$ cat src/rtl/msg_rotator_7seg.sv
// Message rotator: loads 2-bit chars into a buffer, then scrolls a 4-digit 7-seg window over it.
// Latency: offset/state change on the edge after the deciding cycle; codes are registered one clock behind offset.
// Backpressure: load_ready is high only in IDLE; chars offered while it is low are silently dropped.
module msg_rotator_7seg #(
  parameter int MSG_LEN  = 5,
  parameter int TICK_DIV = 4
) (
  input  logic                       clk,
  input  logic                       reset,
  input  logic                       load_valid,
  input  logic [1:0]                 load_char,
  output logic                       load_ready,
  input  logic                       start,
  input  logic                       pause,
  input  logic                       dir,
  input  logic                       clear,
  output logic [6:0]                 code1,
  output logic [6:0]                 code2,
  output logic [6:0]                 code3,
  output logic [6:0]                 code4,
  output logic [$clog2(MSG_LEN)-1:0] offset,
  output logic                       busy
);

  localparam int OW  = $clog2(MSG_LEN);
  localparam int OW1 = OW + 1;
  localparam int TW  = $clog2(TICK_DIV);

  localparam logic [OW-1:0] LAST_IDX  = OW'(MSG_LEN - 1);
  localparam logic [TW-1:0] TICK_LAST = TW'(TICK_DIV - 1);
  localparam logic [6:0]    BLANK     = 7'b1111111;

  typedef enum logic [1:0] {
    S_IDLE,
    S_READY,
    S_RUN,
    S_PAUSE
  } state_t;

  state_t          state_q, state_d;
  logic [OW-1:0]   wr_ptr_q, wr_ptr_d;
  logic [OW-1:0]   offset_q, offset_d;
  logic [TW-1:0]   tick_q, tick_d;
  logic            wr_en;
  logic [1:0]      char_buf [MSG_LEN];
  logic [6:0]      code_q [4];
  logic [6:0]      code_d [4];

  // Character code to active-low {g,f,e,d,c,b,a} pattern.
  function automatic logic [6:0] seg7(input logic [1:0] c);
    logic [6:0] s;
    case (c)
      2'b00:   s = 7'b0001001; // H
      2'b01:   s = 7'b0000110; // E
      2'b10:   s = 7'b1000111; // L
      default: s = 7'b1000000; // O
    endcase
    return s;
  endfunction

  // (base + k) mod MSG_LEN with one extra bit of headroom, so non-power-of-2
  // lengths never rely on natural binary wrap.
  function automatic logic [OW-1:0] wrap_idx(input logic [OW-1:0] base, input int k);
    logic [OW:0] s;
    s = {1'b0, base} + OW1'(k);
    if (s >= OW1'(MSG_LEN)) s = s - OW1'(MSG_LEN);
    return s[OW-1:0];
  endfunction

  // Next-state and control decode; clear outranks pause, which outranks start.
  always_comb begin
    state_d    = state_q;
    wr_ptr_d   = wr_ptr_q;
    offset_d   = offset_q;
    tick_d     = tick_q;
    wr_en      = 1'b0;
    load_ready = (state_q == S_IDLE);
    busy       = (state_q == S_RUN);

    if (clear) begin
      state_d  = S_IDLE;
      wr_ptr_d = '0;
      offset_d = '0;
      tick_d   = '0;
    end else begin
      case (state_q)
        S_IDLE: begin
          if (load_valid) begin
            wr_en = 1'b1;
            if (wr_ptr_q == LAST_IDX) begin
              wr_ptr_d = '0;
              state_d  = S_READY;
            end else begin
              wr_ptr_d = wr_ptr_q + OW'(1);
            end
          end
        end
        S_READY: begin
          if (!pause && start) begin
            state_d = S_RUN;
            tick_d  = '0;
          end
        end
        S_RUN: begin
          // A pause on the step cycle wins: the step is deferred, not lost.
          if (pause) begin
            state_d = S_PAUSE;
          end else if (tick_q == TICK_LAST) begin
            tick_d = '0;
            if (dir) offset_d = (offset_q == '0) ? LAST_IDX : offset_q - OW'(1);
            else     offset_d = (offset_q == LAST_IDX) ? '0 : offset_q + OW'(1);
          end else begin
            tick_d = tick_q + TW'(1);
          end
        end
        S_PAUSE: begin
          if (!pause && start) state_d = S_RUN;
        end
        default: state_d = S_IDLE;
      endcase
    end
  end

  // Window decode from the current offset; blank in IDLE and on the clear edge.
  always_comb begin
    for (int k = 0; k < 4; k++) begin
      if (clear || state_q == S_IDLE) code_d[k] = BLANK;
      else                            code_d[k] = seg7(char_buf[wrap_idx(offset_q, k)]);
    end
  end

  // Control state registers and registered display codes.
  always_ff @(posedge clk) begin
    if (reset) begin
      state_q  <= S_IDLE;
      wr_ptr_q <= '0;
      offset_q <= '0;
      tick_q   <= '0;
      for (int k = 0; k < 4; k++) code_q[k] <= BLANK;
    end else begin
      state_q  <= state_d;
      wr_ptr_q <= wr_ptr_d;
      offset_q <= offset_d;
      tick_q   <= tick_d;
      for (int k = 0; k < 4; k++) code_q[k] <= code_d[k];
    end
  end

  // Message buffer: no reset, a full load always rewrites every entry.
  always_ff @(posedge clk) begin
    if (!reset && wr_en) char_buf[wr_ptr_q] <= load_char;
  end

  assign code1  = code_q[0];
  assign code2  = code_q[1];
  assign code3  = code_q[2];
  assign code4  = code_q[3];
  assign offset = offset_q;

endmodule

$ cat config.mk
export PLATFORM = sky130hd
export DESIGN_NAME = msg_rotator_7seg
export DESIGN_NICKNAME = d
export VERILOG_FILES = /design/src/rtl/msg_rotator_7seg.sv
export SDC_FILE = /design/constraint.sdc
export NUM_CORES = 1
export LEC_CHECK = 0
export ABC_AREA = 0
export CAP_MARGIN = 20
export CELL_PAD_IN_SITES_DETAIL_PLACEMENT = 0
export CELL_PAD_IN_SITES_GLOBAL_PLACEMENT = 1
export CORE_MARGIN = 1
export CORE_UTILIZATION = 41
export CTS_CLUSTER_DIAMETER = 200
export DETAILED_ROUTE_END_ITERATION = 8
export PLACE_DENSITY = 0.83
export SLEW_MARGIN = 20
export SYNTH_ARGS = -nofsm -noshare
export SYNTH_HDL_FRONTEND = slang
export SYNTH_SLANG_ARGS = --single-unit
$ cat constraint.sdc
create_clock -name clk -period 3.6 [get_ports clk]
set_clock_uncertainty 0.1 [all_clocks]
set_input_delay 0.9 -clock clk [delete_from_list [all_inputs] [get_ports clk]]
set_output_delay 0.9 -clock clk [all_outputs]
set_load 0.1 [all_outputs]
* Word level (Yosys, flattened, before mapping)
Memories as Yosys holds them, arrays and structs flattened.
Index checks and enable logic that the tools add are counted.
** Cells by class
- Add/subtract/negate cells :: 11
- $lt $le $gt $ge :: 4
- Equality and inequality tests :: 20
- Muxes and demuxes :: 41
- Bitwise gates (word level) :: 5
- Reductions and logical operators :: 18
** Operators by type and width (number)
- $pmux 7 s3 :: 4
- $mux 7 :: 8
- $mux 3 :: 12
- $eq 2x2->1 const B :: 7
- $mux 2 :: 7
- $ge 4x3->1 const B :: 3
- $sub 3x3->3 const B :: 4
- $eq 2x1->1 const B :: 5
- $logic_not 2->1 :: 5
- $add 3x2->4 const B :: 2
- $mux 1 :: 8
- $ne 2x2->1 const B :: 4
- $add 3x1->3 const B :: 2
- $eq 3x3->1 const B :: 2
- $pmux 2 s3 :: 1
- $reduce_and 3->1 :: 2
- $add 3x1->4 const B :: 1
- $ne 2x1->1 const B :: 2
- $or 1x1->1 :: 4
- $pmux 2 s2 :: 1
- $reduce_and 4->1 :: 1
- $reduce_or 2->1 :: 2
- $ge 3x3->1 const B :: 1
- $logic_not 3->1 :: 1
- other kinds (8) :: 10
** Word-level totals
- Register bits :: 10
- Bits in writable memories :: 38
- Bits of input ports :: 9
- Output and inout port bits :: 33
- Word-level logic and storage cells :: 105
- Memories :: 2
** Memory list
- code_q :: depth 4, bits a word 7, read ports 4, clocked after memory_dff 0, write ports 4, line 46 : logic [6:0] code_q [4];
- char_buf :: depth 5, bits a word 2, read ports 4, clocked after memory_dff 0, write ports 1, line 45 : logic [1:0] char_buf [MSG_LEN];

* Depth between registers and ports, before layout
An unclocked memory read counts as a cell.
- Depth after elaboration :: 9
- Mapped depth :: 12

* Least setup slack after synthesis
OpenSTA, ideal clock, no wires.
- Kind :: reg2reg
- From :: register offset_q[0], in the netlist offset[0]
- To :: memory code_q[2][2]
- Library setup time :: 0.128 ns
- Arrival :: 3.816 ns
- Data required time :: 3.372 ns
- Path slack :: -0.445 ns
- Cell stages (with the launch flop) :: 11
- Buffers on the path :: 1
- Period minus slack after synthesis :: 4.045 ns
- Cell sequence :: dfxtp_1 buf_6 clkinv_1 ha_1 fa_1 o21ai_2 xnor2_1 mux4_2 mux2_2 ha_1 or3_1
** RTL lines
- start, declared :: line 42 : logic [OW-1:0] offset_q, offset_d;
- start signal, assigned :: line 143 : offset_q <= offset_d;
- end, declared :: line 46

==> reports/metrics.cfg <==
[clock_network]
htreeDepth=2
cts_hold_buf=0
cts-buffers-inserted=5
cts_sinks=37
worstSkewPairLatency_ns=0.29
cts_resized=0
cts_max_path_buffers=2
clock-root-buffer=clkbuf_8
post_cts_buffers=0
clk_pin_slew_ns=0.07
cts_tree=built

[global_route]
grt_pass1_vias=1556
grt_max_degree=15
track_usage_pct=15.77
overflow=0
grt_first_pass_wirelength_um=7314
antenna_found_initial=0

[sta]
tns_ns=0
timing.final.crit_period_ns=3.306
whs_ns=0.3996
slew_headroom_pct=42.95
setup_viol=0
rsz0062_at_grt=no
fmax_mhz=302.5
hold_viol=0
slew_violations=0
min_period_over_period_pct=91.84
worstMarginPinSlew_ns=0.8526

[final_layout]
diodes=0
drive_above_1_share_pct=24.72
final_cell_mix=buf_4 (37), ha_1 (24), dfxtp_1 (24)
fin_nets=304
finalNonFillerCells=343
stdcell_area_um2=2795
final_common_cell=buf_4
final_util_pct=50.76
area_delta_synth_final_pct=18.89

[route]
firstDrtPassIters=4
dr_wl_met3_um=157
viasPerCell=5.143
routed_wl_um=4474
wl_met1_um=2083
num_vias=1764
drtIter0Drc=128
routed.top_layer=met4
wire_per_inst_um=13.04
post-route-drc-count=0
antenna_left=0
wl_met2_um=2096

[synth]
async_flop_share_pct=0
synthMuxAreaShare_pct=16.39
synth_edf_count=10
synthFlopType=dfxtp_1
synth_top_family_by_area=multiplexers
synth_top_area_cell=dfxtp_1
synth-seq-area-share_pct=35.76
synth_area_um2=2351
synth_nets=270
synthSimpleGateAreaFrac_pct=14.80
postSynthAreaPerCell_um2=9.962
synth_xor_area_share_pct=1.118
synth_area_leaders=dfxtp_1 (23%), edfxtp_1 (13%), ha_1 (13%), mux2i_1 (6.8%), mux2_2 (4.8%)
syn_inst=236
ys.warnings.count=0
ys_types=46
yosys.area.top_type_share_pct=22.99
synth_fa_ha_area_share_pct=13.62
synth_compound_area_share_pct=10.70
yosys_register_bits=37

[critical_path]
max_stage_delay_ns=0.44
critPathMaxFanout=14
rr_worst_depth=10
startpoint_type=register
r2r-end=code_q[3][2]
r2r-start=offset[0]
reg2reg_slack_ns=0.29
crit_chain=clkinv_1, ha_1, ha_1, a21oi_4, mux2i_1, nand3_1, a32oi_1, inv_1, ha_1, or3_1
crit_required_ns=3.67
cp-end-kind=register
crit_arrival_ns=3.37
worstSetupPathType=reg2reg
cpMostUsedCell=ha_1
critPathSlowestCell=dfxtp_4

[floorplan]
die_y_um=77.73
die_w_um=77.73
rows=27
dieArea_um2=6041
core-area_um2=5507
pin_count=42
initial_core_util_pct=42.69

[power_and_ir_drop]
p_leak_nw=1.141
cellPowerDensity_nw_per_um2=286.9
peakVddDrop_v=0.0001625

[placement]
dpl-instance-area_um2=2689
place_congestion=0.8450
hpwlAfterDp_um=3427
io_buffers=41
placed_cells=335

[worst_hold_path]
whs_endpoint=tick_q[1]
hp-start=tick_q[1]
whs_path_depth=2
min_path_type=reg2reg

[run_status]
outcome=finished, final reports clean

[job]
cap_viol_max_count=0

==> cell usage after synthesis, types with 2 or more instances <==
master / instances
dfxtp_1: 27
ha_1: 24
mux2i_1: 16
nand2_1: 15
nor2_1: 15
inv_1: 14
a21oi_1: 13
or3_1: 13
buf_4: 11
edfxtp_1: 10
mux2_2: 10
o21ai_0: 7
nor3_1: 6
mux4_2: 5
clkbuf_1: 4
nand3_1: 4
nor2b_1: 4
a211oi_1: 3
a31oi_1: 3
and3b_1: 2
buf_2: 2
o211ai_1: 2
o21ai_2: 2
xnor2_1: 2
==> metrics by stage <==
| step | total power (W) | worst slack, ns |
|---|---|---|
| floorplan | 0.0004508 | 0.06665 |
| global placement | 0.0004665 | 0.3178 |
| detailed placement | 0.0004666 | 0.3119 |
| CTS | 0.0008123 | 0.2831 |
| global route | 0.0008347 | 0.1180 |
| finish | 0.0008021 | 0.2938 |
==> report_power, final <==
group	switching, W	internal, W	leakage [nW]
combinational	0.0000147	0.0000138	0.777
clock	0.000140	0.000204	0.0528
sequential	0.00000227	0.000427	0.311
==> worst max path at each step <==
stage               startpoint            to
floorplan            offset[1]  code_q[3][2]
global placement     offset[0]  code_q[2][2]
detailed placement   offset[0]  code_q[3][2]
CTS                  offset[0]  code_q[3][2]
global route         offset[0]  code_q[1][3]
finish               offset[0]  code_q[3][2]
==> per-layer routing <==
layer	track usage [%]	vias up
li1	-	898
met1	20.34	819
met2	24.69	36
met3	3.647	11
met4	7.736	0
met5	0	-
==> registers in the layout, indices dropped and copies added (netlist names) <==
name and flops:
wr_ptr_q 3, char_buf 10, tick_q 2, state_q 2, code_q 17, offset 3
==> kinds of logic after synthesis <==
group | Yosys count
AND/OR/NAND/NOR | 68
AO/OA/AOI/OAI | 38
flip-flops | 37
buffers and inverters | 34
multiplexers | 31
adder cells (fa/ha/maj) | 25
XOR/XNOR | 3
==> worst max-delay path: cells and delay by family, from the launching register on <==
family | cells | cell delay (ns)
adder cells (fa/ha/maj) | 3 | 0.96
flip-flops | 1 | 0.44
AND/OR/NAND/NOR | 2 | 0.47
AO/OA/AOI/OAI | 2 | 0.73
buffers and inverters | 2 | 0.25
multiplexers | 1 | 0.24
==> final cells by class <==
class | count | area, µm²
Fill cell | 527 | 2711
Multi-Input combinational cell | 165 | 1331
Sequential cell | 37 | 849.6
Timing Repair Buffer | 45 | 357.8
Tap cell | 72 | 90.09
Clock buffer | 6 | 72.57
Inverter | 16 | 60.06
Clock inverter | 2 | 33.78
(Power assumes the default switching activity.)
